===== src/rtl/pipo_register.sv =====
// pipo_register
//   Parallel-in / parallel-out register pipeline. DEPTH stages of WIDTH bits
//   are loaded on every rising clock edge. The output is taken straight from
//   the last stage, so inputseq has no combinational path to answer.
//   Reset is asynchronous and active-low. It forces every stage to
//   RESET_VALUE, which discards any data still in flight.
//   Port order is fixed so that positional instantiation binds correctly.
module pipo_register #(
  parameter int               WIDTH       = 32,
  parameter int               DEPTH       = 1,
  parameter logic [WIDTH-1:0] RESET_VALUE = '0
) (
  input  logic [WIDTH-1:0] inputseq,
  output logic [WIDTH-1:0] answer,
  input  logic             reset,
  input  logic             clock
);

  // r_stage[0] is the capture stage and r_stage[DEPTH-1] drives the output.
  logic [WIDTH-1:0] r_stage [DEPTH];

  // Stage shift. Every edge loads the whole word at once, so bits are never
  // shifted, masked or reordered. Reset clears the full pipeline.
  always_ff @(posedge clock or negedge reset) begin
    if (!reset) begin
      for (int k = 0; k < DEPTH; k++) begin
        r_stage[k] <= RESET_VALUE;
      end
    end else begin
      r_stage[0] <= inputseq;
      for (int k = 1; k < DEPTH; k++) begin
        r_stage[k] <= r_stage[k-1];
      end
    end
  end

  assign answer = r_stage[DEPTH-1];

endmodule


===== config.mk =====
export PLATFORM = sky130hd
export DESIGN_NAME = pipo_register
export DESIGN_NICKNAME = d
export VERILOG_FILES = /design/src/rtl/pipo_register.sv
export SDC_FILE = /design/constraint.sdc
export NUM_CORES = 1
export LEC_CHECK = 0
export BUFFER_PORTS_ARGS = -buffer_cell sky130_fd_sc_hd__buf_4
export CORE_MARGIN = 2
export CORE_UTILIZATION = 31
export CTS_CLUSTER_DIAMETER = 200
export DETAILED_ROUTE_END_ITERATION = 12
export PLACE_DENSITY_LB_ADDON = 0.3
export SLEW_MARGIN = 10
export SYNTH_ARGS = -nofsm -noshare
export SYNTH_HDL_FRONTEND = slang
export SYNTH_SLANG_ARGS = --single-unit

===== constraint.sdc =====
create_clock -name clock -period 1.2 [get_ports clock]
set_clock_uncertainty 0.05 [all_clocks]
set_input_delay 0.24 -clock clock [delete_from_list [all_inputs] [get_ports clock]]
set_output_delay 0.24 -clock clock [all_outputs]
set_load 0.02 [all_outputs]

Yosys cells after proc, flatten, opt, wreduce, memory -nomap -nowiden
Cells that the tools add are included.
{ "totals": {"register_bits": 32, "output_inout_bits": 32, "word_cells": 1, "in_bits": 34} }

Depth between registers and ports, before layout
{ "logic_depth": {"depth_word": 0, "mapped_depth": 0, "ltp_nobuf": 0} }

Worst setup path before layout
OpenSTA, ideal clock, no wires.
{ "synth_path": {"path_kind": "reg2out", "start": "register r_stage (netlist bit answer[0])", "end": "output answer[0]", "path_stages_with_launch": 1, "n_path_buf": 0, "slack_ps": 494, "t_required_ps": 910, "arrival_time_ps": 416, "path_cell_list": "dfrtp_1"} }
{ "synth_lines": {"columns": ["item", "line", "rtl"], "rows": [
  ["start, declared", "20", "logic [WIDTH-1:0] r_stage [DEPTH];"],
  ["start signal, assigned by index", "32", "r_stage[k] <= r_stage[k-1];"],
  ["end, declared", "14", "output logic [WIDTH-1:0] answer,"]
]} }
No word-level cell between the ends.

Final worst setup path
{ "layout_path": {"start": "register r_stage (netlist bit answer[2])", "end": "output answer[2]"} }
No word-level cell between the ends.

==> results.json <==
{
  "status": "finished clean",
  "clk_pin_slew_ps": 90,
  "cts_setup_buffers": 0,
  "ir_drop_v": 0.00115,
  "ctsLongestPathBuffers": 2,
  "syn_nets": 66,
  "fin_nets": 171,
  "switching_share_pct": 22.6,
  "layout_common_cells": "64 x buf_4, 33 x dlygate4sd3_1, 32 x dfrtp_1, 5 x clkbuf_4, 2 x clkbuf_1",
  "crit_chain": "buf_4",
  "path_delay_family": "flip-flops",
  "utilization_pct": 70.0,
  "timing.slew.headroom_pct": 74.4,
  "n_antenna_cell": 0,
  "busiest_layer": "met2",
  "drt-initial-drc-count": 2,
  "grt_pass1_wl_um": 2680,
  "p_comb_share_pct": 16.6,
  "start_kind": "register",
  "p_sw_mw": 0.475,
  "fp.dieW_um": 54.8,
  "slew_violations": 0,
  "wl_per_cell_um": 11.8,
  "via_count": 669,
  "cts_tree": "built",
  "worst_ep_required_time_ps": 910,
  "ant_nets": 0,
  "grt_util_met2_pct": 24.4,
  "gr-total-overflow": 0,
  "cp.arrival_ps": 860,
  "place_congestion": 0.606,
  "p_int_mw": 1.63,
  "cpPeakStageDelay_ps": 380,
  "fp.dieArea_um2": 3010,
  "largest_reg_flops": 32,
  "wl_um": 1980,
  "grt_pass1_vias": 652,
  "path_class": "register to output port",
  "period_needed_ps": 1150,
  "syn_avg_cell_area_um2": 25.0,
  "yosys_warnings": 0,
  "fin_crit_sh_pct": 95.5,
  "mostFrequentLayoutCell": "buf_4",
  "use_met1_pct": 11.5,
  "yosysSeqAreaShare_pct": 100,
  "hold_viol_final": 0,
  "die-height_um": 54.8,
  "cp_num_buf_inv": 1,
  "dr.pass1.iters": 2,
  "syn_inst": 32,
  "viasPerCell": 3.98,
  "io_pins": 66,
  "p_clk_share_pct": 28.8,
  "p_leak_nw": 0.857,
  "grt_use_total_pct": 14.5,
  "slowest_stage": "dfrtp_1",
  "multi_input_area_um2": 0,
  "dp_cells": 127,
  "htreeDepth": 2,
  "ys_seq_elements": 32,
  "cts_sinks": 32,
  "seqPwrFrac_pct": 54.6,
  "yosysUniqueCellTypes": 1,
  "initial_core_util_pct": 32.6,
  "power.density_nw_per_um2": 1220,
  "drive_gt1_share_pct": 51.4,
  "route.detailed.drc": 0,
  "area_delta_synth_final_pct": 115,
  "postLayoutCellArea_um2": 1720,
  "hold_class": "input port to async pin",
  "cts-root-buf": "clkbuf_4",
  "worst_pin_slew_ps": 384,
  "final_cells": 168,
  "cp-end-kind": "output port",
  "setup_viol": 0,
  "coreArea_um2": 2450,
  "synth_area_um2": 801,
  "cts_buffers": 5,
  "grt_use_met3_pct": 10.9,
  "antenna_found_initial": 0,
  "numPortBuffers": 65,
  "postPlaceCellArea_um2": 1330,
  "grt_max_degree": 33,
  "fmax_mhz": 873,
  "cp_max_fo": 1,
  "maxCapViolations": 0,
  "nMultiInputCombCells": 0,
  "rows": 18
}
## layout make-up
class / count / area (µm²)
Fill cell: 164 / 736
Clock buffer: 8 / 58.8
Sequential cell: 32 / 801
Tap cell: 30 / 37.5
Timing Repair Buffer: 98 / 822
## power groups by stage
stage	registers (mW)	clock network [mW]	logic, mW
CTS	1.15	0.647	0.348
floorplan	1.24	0	0
finish	1.15	0.606	0.348
global placement	1.17	0	0.259
global route	1.15	0.685	0.373
detailed placement	1.17	0	0.263
## logic make-up after synthesis
| family | synth area share, % |
|---|---|
| DFF | 100 |
## cells in the mapped netlist
cell     count  share of area (%)
dfrtp_1     32                100
## path summary, 6_finish.rpt
check	startpoint	to	slack [ps]	cells after the start
worst max-delay path	answer[2]	answer[2]	50	1
worst min-delay path	reset	answer[29]	330	2
max in group asynchronous	reset	answer[7]	490	2
min in group clock	inputseq[22]	answer[22]	510	2
## through the flow
step                      total power, mW  TNS (ps)  hold WS [ps]  worst slack (ps)
after floorplan                      1.24         0          -106               494
after global placement               1.43         0           135               408
after detailed placement             1.43         0           140               406
after CTS                            2.14         0           318              25.9
after global routing                 2.21    -0.718           367            -0.718
final                                2.10         0           331              54.3
## metal layers
layer  vias up  share of wire (%)
met5         -                  0
met4         0                2.3
met3         6                 15
met2        47                 52
met1       307                 30
li1        309                  -
## what timing repair did
action | 4_1_cts | 5_1_grt
hold buffers | 33 | 0
endpoints found under the hold margin | 64 | 0
setup endpoints to repair | 0 | 1
resized for setup | 0 | 1
Power figures use the tool's default switching activity.
